===== src/rtl/freq_meas_pkg.sv =====
// Shared types and constants for the frequency-meter measurement front end.
// Latency: n/a (types only).
// Backpressure: n/a.
package freq_meas_pkg;

  typedef enum logic [1:0] {
    IDLE  = 2'd0,
    ARM   = 2'd1,
    MEAS  = 2'd2,
    LATCH = 2'd3
  } fsm_state_t;

  typedef logic [3:0] bcd_t;

  localparam logic        MODE_FREQ   = 1'b0;
  localparam logic        MODE_PERIOD = 1'b1;
  localparam logic [15:0] N_MAX       = 16'hFFFF;

  // True when a decade is about to roll over on its next increment.
  function automatic logic bcd_is_max(input bcd_t d);
    return d == 4'd9;
  endfunction

endpackage


===== src/rtl/bcd_digit_counter.sv =====
// One BCD decade: counts 0..9 on inc, carry_out is combinational for same-cycle ripple.
// Latency: digit updates on the clock edge after inc; carry_out is immediate.
// Backpressure: none; every inc is counted.
module bcd_digit_counter
  import freq_meas_pkg::*;
(
  input  logic CLK_50,
  input  logic RST,
  input  logic clr,
  input  logic inc,
  output bcd_t digit,
  output logic carry_out
);

  assign carry_out = inc & bcd_is_max(digit);

  // Decade register: clear wins over increment, 9 wraps to 0.
  always_ff @(posedge CLK_50 or posedge RST) begin
    if (RST) begin
      digit <= '0;
    end else if (clr) begin
      digit <= '0;
    end else if (inc) begin
      digit <= carry_out ? bcd_t'(0) : digit + 4'd1;
    end
  end

endmodule


===== src/rtl/freq_gate_counter.sv =====
// Frequency (BCD gate count) / period (ref ticks) measurement; SIG_DEGLITCH_EN adds a 2-cycle glitch filter.
// Latency: pin to edge 3 cycles (4 with SIG_DEGLITCH_EN); results and Store appear 1 cycle after LATCH.
// Backpressure: none; Store is a one-cycle pulse and outputs hold until the next one.
module freq_gate_counter
  import freq_meas_pkg::*;
#(
  parameter int unsigned GATE_TICKS = 50_000_000,
  parameter int unsigned REF_DIV    = 5,
  parameter int unsigned TIMEOUT    = 100_000_000
) (
  input  logic        CLK_50,
  input  logic        RST,
  input  logic        Sig_in,
  input  logic        measure_mode,
  output bcd_t        LatchBCD0,
  output bcd_t        LatchBCD1,
  output bcd_t        LatchBCD2,
  output bcd_t        LatchBCD3,
  output logic [15:0] N,
  output logic        OF,
  output logic        Store
);

  localparam int GW = (GATE_TICKS > 1) ? $clog2(GATE_TICKS) : 1;
  localparam int DW = (REF_DIV > 1)    ? $clog2(REF_DIV)    : 1;
  localparam int TW = (TIMEOUT > 1)    ? $clog2(TIMEOUT)    : 1;

  fsm_state_t    state, state_nxt;
  logic          mode_q;
  logic [GW-1:0] gate_cnt;
  logic [DW-1:0] div_cnt;
  logic [15:0]   ref_cnt;
  logic [TW-1:0] to_cnt;
  logic          ovf, timed_out, go_timeout;
  logic          s1, s2, s3, rise;
  bcd_t          dig0, dig1, dig2, dig3;
  logic          cy0, cy1, cy2, cy3;
  logic          cnt_en, dig_clr;

  wire mode_chg  = (measure_mode != mode_q);
  wire gate_last = (gate_cnt == GW'(GATE_TICKS - 1));
  wire to_last   = (to_cnt == TW'(TIMEOUT - 1));
  wire ref_tick  = (div_cnt == DW'(REF_DIV - 1));
  wire in_flight = (state == ARM) || (state == MEAS);

`ifdef SIG_DEGLITCH_EN
  logic s4, s5;

  // Input synchronizer plus two history flops for the glitch filter.
  always_ff @(posedge CLK_50 or posedge RST) begin
    if (RST) begin
      {s1, s2, s3, s4, s5} <= '0;
    end else begin
      {s1, s2, s3, s4, s5} <= {Sig_in, s1, s2, s3, s4};
    end
  end

  // Accept an edge only after two low samples followed by two high samples.
  assign rise = s2 & s3 & ~s4 & ~s5;
`else
  // Input synchronizer plus one delay flop for edge detection.
  always_ff @(posedge CLK_50 or posedge RST) begin
    if (RST) begin
      {s1, s2, s3} <= '0;
    end else begin
      {s1, s2, s3} <= {Sig_in, s1, s2};
    end
  end

  assign rise = s2 & ~s3;
`endif

  // FSM state register.
  always_ff @(posedge CLK_50 or posedge RST) begin
    if (RST) state <= IDLE;
    else     state <= state_nxt;
  end

  // Next state: mode change aborts in ARM/MEAS; in ARM a timeout beats a late rise, in MEAS the rise wins.
  always_comb begin
    state_nxt  = state;
    go_timeout = 1'b0;
    case (state)
      IDLE: state_nxt = ARM;
      ARM: begin
        if (mode_chg)                state_nxt = IDLE;
        else if (mode_q == MODE_FREQ) state_nxt = MEAS;
        else if (to_last) begin
          state_nxt  = LATCH;
          go_timeout = 1'b1;
        end
        else if (rise)               state_nxt = MEAS;
      end
      MEAS: begin
        if (mode_chg) state_nxt = IDLE;
        else if (mode_q == MODE_FREQ) begin
          if (gate_last) state_nxt = LATCH;
        end else if (rise) begin
          state_nxt = LATCH;
        end else if (to_last) begin
          state_nxt  = LATCH;
          go_timeout = 1'b1;
        end
      end
      LATCH:   state_nxt = IDLE;
      default: state_nxt = IDLE;
    endcase
  end

  // Working counters: cleared in IDLE, advanced while a measurement is in flight.
  always_ff @(posedge CLK_50 or posedge RST) begin
    if (RST) begin
      mode_q    <= MODE_FREQ;
      gate_cnt  <= '0;
      div_cnt   <= '0;
      ref_cnt   <= '0;
      to_cnt    <= '0;
      ovf       <= 1'b0;
      timed_out <= 1'b0;
    end else if (state == IDLE) begin
      mode_q    <= measure_mode;
      gate_cnt  <= '0;
      div_cnt   <= '0;
      ref_cnt   <= '0;
      to_cnt    <= '0;
      ovf       <= 1'b0;
      timed_out <= 1'b0;
    end else begin
      if (go_timeout) timed_out <= 1'b1;
      if (mode_q == MODE_FREQ) begin
        if (state == MEAS) gate_cnt <= gate_cnt + 1'b1;
        if (cy3) ovf <= 1'b1;
      end else begin
        if (in_flight) to_cnt <= to_cnt + 1'b1;
        if (state == ARM && rise) begin
          div_cnt <= '0;
          ref_cnt <= '0;
        end else if (state == MEAS) begin
          div_cnt <= ref_tick ? '0 : div_cnt + 1'b1;
          if (ref_tick) begin
            if (ref_cnt == N_MAX) ovf <= 1'b1;
            else                  ref_cnt <= ref_cnt + 1'b1;
          end
        end
      end
    end
  end

  assign cnt_en  = (state == MEAS) && (mode_q == MODE_FREQ) && rise;
  assign dig_clr = (state == IDLE);

  bcd_digit_counter u_dig0 (.CLK_50(CLK_50), .RST(RST), .clr(dig_clr), .inc(cnt_en), .digit(dig0), .carry_out(cy0));
  bcd_digit_counter u_dig1 (.CLK_50(CLK_50), .RST(RST), .clr(dig_clr), .inc(cy0),    .digit(dig1), .carry_out(cy1));
  bcd_digit_counter u_dig2 (.CLK_50(CLK_50), .RST(RST), .clr(dig_clr), .inc(cy1),    .digit(dig2), .carry_out(cy2));
  bcd_digit_counter u_dig3 (.CLK_50(CLK_50), .RST(RST), .clr(dig_clr), .inc(cy2),    .digit(dig3), .carry_out(cy3));

  // Result latch: LATCH commits the active mode's result; Store marks the first cycle it is visible.
  always_ff @(posedge CLK_50 or posedge RST) begin
    if (RST) begin
      LatchBCD0 <= '0;
      LatchBCD1 <= '0;
      LatchBCD2 <= '0;
      LatchBCD3 <= '0;
      N         <= '0;
      OF        <= 1'b0;
      Store     <= 1'b0;
    end else begin
      Store <= (state == LATCH);
      if (state == LATCH) begin
        OF <= ovf & ~timed_out;
        if (mode_q == MODE_FREQ) begin
          LatchBCD0 <= dig0;
          LatchBCD1 <= dig1;
          LatchBCD2 <= dig2;
          LatchBCD3 <= dig3;
        end else begin
          N <= timed_out ? 16'd0 : ref_cnt;
        end
      end
    end
  end

endmodule


===== config.mk =====
export PLATFORM = sky130hd
export DESIGN_NAME = freq_gate_counter
export DESIGN_NICKNAME = d
export VERILOG_FILES = /design/src/rtl/freq_meas_pkg.sv /design/src/rtl/bcd_digit_counter.sv /design/src/rtl/freq_gate_counter.sv
export SDC_FILE = /design/constraint.sdc
export NUM_CORES = 1
export LEC_CHECK = 0
export CORE_ASPECT_RATIO = 0.7
export CORE_MARGIN = 2
export CORE_UTILIZATION = 34
export CTS_CLUSTER_SIZE = 28
export DETAILED_ROUTE_END_ITERATION = 8
export PLACE_DENSITY = 0.58
export SYNTH_ARGS = -nofsm -noshare
export SYNTH_HDL_FRONTEND = slang
export SYNTH_HIERARCHICAL = 1
export SYNTH_SLANG_ARGS = --single-unit

===== constraint.sdc =====
create_clock -name CLK_50 -period 3.7 [get_ports CLK_50]
set_input_delay 0.37 -clock CLK_50 [delete_from_list [all_inputs] [get_ports CLK_50]]
set_output_delay 0.37 -clock CLK_50 [all_outputs]
set_load 0.03 [all_outputs]

==> results.yml <==
clock_network:
  path_clk_slew_ns: 0.06
  clock_latency_ns: 0.41
  cts_repair_resize_count: 0
  cts_buffers: 17
  htreeDepth: 4
  cts_setup_buffers: 0
  cts_sinks: 130
  cts_hold_buf: 0
  cts_root_buf: "clkbuf_16"
  clockBufferDepth: 2
  cts_tree: "yes"
placement:
  gp_congestion: 0.787
  port-buffer-count: 37
  dp_worst_setup_slack_ns: 0.461
  hpwl_um: 9710
floorplanning:
  fp-row-count: 42
  initial_core_util: 0.350
  core-area_mm2: 0.0191
  dieArea_mm2: 0.0209
  io_pins: 38
  die_w_um: 172
  dieHeight_um: 121
critical_path:
  reg2reg_slack_ns: 0.40
  critPathKind: "flop to flop"
  worstSetupStartpointType: "flop"
  critPathCaptureType: "flop"
  arrival_ns: 3.63
  required_ns: 4.04
  critPathMaxFanout: 7
drt:
  ant_nets: 0
  top_layer: "met4"
  drt-initial-drc-count: 347
  wl_met1_um: 8070
  drt-wirelength-per-cell_um: 14.3
  dr.pass1.iters: 5
  wl_um: 14400
  drc: 0
  wl_met3_um: 434
  viasPerCell: 5.00
  wl_met2_um: 5820
  vias: 5036
flow_run:
  cap_violations: 0
yosys:
  synthesis.instances: 691
  synth_nets: 714
  syn_area_mm2: 0.00670
  postSynthAreaPerCell_um2: 9.69
  ys_seq_area_frac: 0.486
  synth_cell_type_count: 63
  ys_ff_latch: 130
  synth_top_cell_area_share: 0.486
  yosysWarnings: 6
  yosys.area.top_type: "dfrtp_1"
  synthFlopType: "dfrtp_1"
  synth-async-reset-ratio: 1.00
  synth_area_leaders: "dfrtp_1, xnor2_1, nand2_1, ha_1, nor2_1"
  synth-edff-count: 0
status:
  outcome: "finished clean"
timing:
  max_slew.worst_pin.slew_ns: 0.912
  hold_ws_ns: 0.339
  setup-tns-final_ns: 0
  setup_viol: 0
  maxSlewHeadroom: 0.391
  hold_viol: 0
  skew_ns: 0.0170
  post-route-period-util: 0.891
  period_needed_ns: 3.30
  drv_slew: 0
  fmax_mhz: 303
  rsz0062_at_grt: "no"
  setup_ws_ns: 0.404
power:
  finalPower_mw: 4.14
  ir_drop_mv: 0.365
  pwr-share-clk: 0.434
  pwr-share-comb: 0.191
  netSwitchingFraction: 0.306
  power.leakage_nw: 3.16
  p_seq_frac: 0.375
  power_switching_mw: 1.27
  power_density_mw_per_mm2: 518
  p_int_mw: 2.87
finish:
  nets: 754
  final_util: 0.418
  drive_above_1_share: 0.109
  num_antenna_cells: 0
  areaGrowthSynthToFinish_pct: 19.3
grt:
  gr-total-overflow: 0
  gr-usage-all-layers: 0.149
  grt_pass1_vias: 4840
  grt_pass1_wl_um: 24700
  grt_max_degree: 61
  antenna_found_initial: 0
min_path:
  hp-class: "input port to async pin"
## power by group through the flow
stage	clock, mW	combinational [mW]	sequential [mW]
4_1_cts	1.84	0.801	1.55
3_3_place_gp	0	0.790	1.57
2_1_floorplan	0	0.597	1.58
6_report	1.80	0.790	1.55
5_1_grt	1.91	0.900	1.56
3_5_place_dp	0	0.795	1.58
## worst max-delay path: stages (launching register included)
cell and delay, ns:
dfrtp_1 0.42, inv_1 0.12, ha_1 0.28, nand2b_1 0.14, nor2_1 0.31, inv_1 0.12
nor2_1 0.33, inv_1 0.13, nor2_1 0.33, inv_1 0.13, nor2_1 0.32, nand2_1 0.11
or3b_1 0.37, a21oi_2 0.12
## logic make-up (layout without fill, tap and decap cells)
family | Yosys count | after routing | synth area share
xor gates and xnor gates | 41 | 41 | 0.0536
buffers and inverters | 60 | 112 | 0.0379
DFF | 130 | 130 | 0.486
muxes | 18 | 18 | 0.0299
AOI/OAI and AO/OA | 125 | 125 | 0.116
adders and majority gates | 19 | 19 | 0.0355
and+or+nand+nor | 298 | 298 | 0.242
## cells in the mapped netlist (13+ instances only)
library cell,count
xnor2_1,34
mux2_2,16
inv_1,36
a21oi_1,36
nand3_1,23
ha_1,19
nor3_1,22
clkbuf_1,18
nand4_1,17
nor4_1,13
nand2b_1,13
dfrtp_1,130
nor2_1,57
nand2_1,74
or3_1,14
o21ai_0,39
## layout make-up
cell class,instances,area (µm²)
Inverter,37,141
Clock inverter,12,181
Tap cell,264,330
Multi-Input combinational cell,501,3190
Timing Repair Buffer,44,435
Clock buffer,19,453
Fill cell,1891,11100
Sequential cell,130,3250
## path summary, 6_finish.rpt
path	start	to	depth (start not counted)
worst max-delay path	state[0]	u_dig3/digit[2]	13
worst min-delay path	RST	u_dig2/digit[2]	2
worst max register to register	state[0]	u_dig3/digit[2]	13
worst min register to register	s1	s2	0
max in group asynchronous	RST	ref_cnt[11]	3
min in group CLK_50	Sig_in	s1	1
## state kept, by name (all words and copies together) (netlist names), 2 cells and up
register / count
LatchBCD0: 4
LatchBCD1: 4
LatchBCD2: 4
LatchBCD3: 4
N: 16
div_cnt: 3
gate_cnt: 26
ref_cnt: 16
state: 2
to_cnt: 27
u_dig0/digit: 4
u_dig1/digit: 4
u_dig2/digit: 4
u_dig3/digit: 4
## layer usage
layer | vias to the layer above | GRT usage
met5 | - | 0
met4 | 0 | 0.0441
met3 | 9 | 0.0290
met2 | 67 | 0.198
met1 | 2434 | 0.240
li1 | 2526 | -
## through the flow
step / cell area, µm² / instances
2_1_floorplan: 6700 / 691
3_3_place_gp: 7350 / 976
3_5_place_dp: 7350 / 976
4_1_cts: 7990 / 1007
5_1_grt: 7990 / 1007
6_report: 7990 / 1007
## cells in the final DEF (no fill, tap or decap), drive strengths merged, types with 4 or more instances in the layout
cell	count
xnor2	34
or4	5
clkbuf	19
bufinv	4
xor2	7
or3b	4
nor2	57
nand2	74
inv	37
nor3	22
nand3	23
nand3b	15
a21oi	44
mux2	16
o31ai	8
and4b	4
nor4	14
and4	8
ha	19
nand2b	13
nor2b	4
nor3b	5
and3	4
or3	18
dfrtp	130
clkinv	4
o21ai	49
clkdlybuf4s50	37
a21boi	4
buf	7
nand4	17
clkinvlp	4
Note: power is estimated with default switching activity, not from simulation.
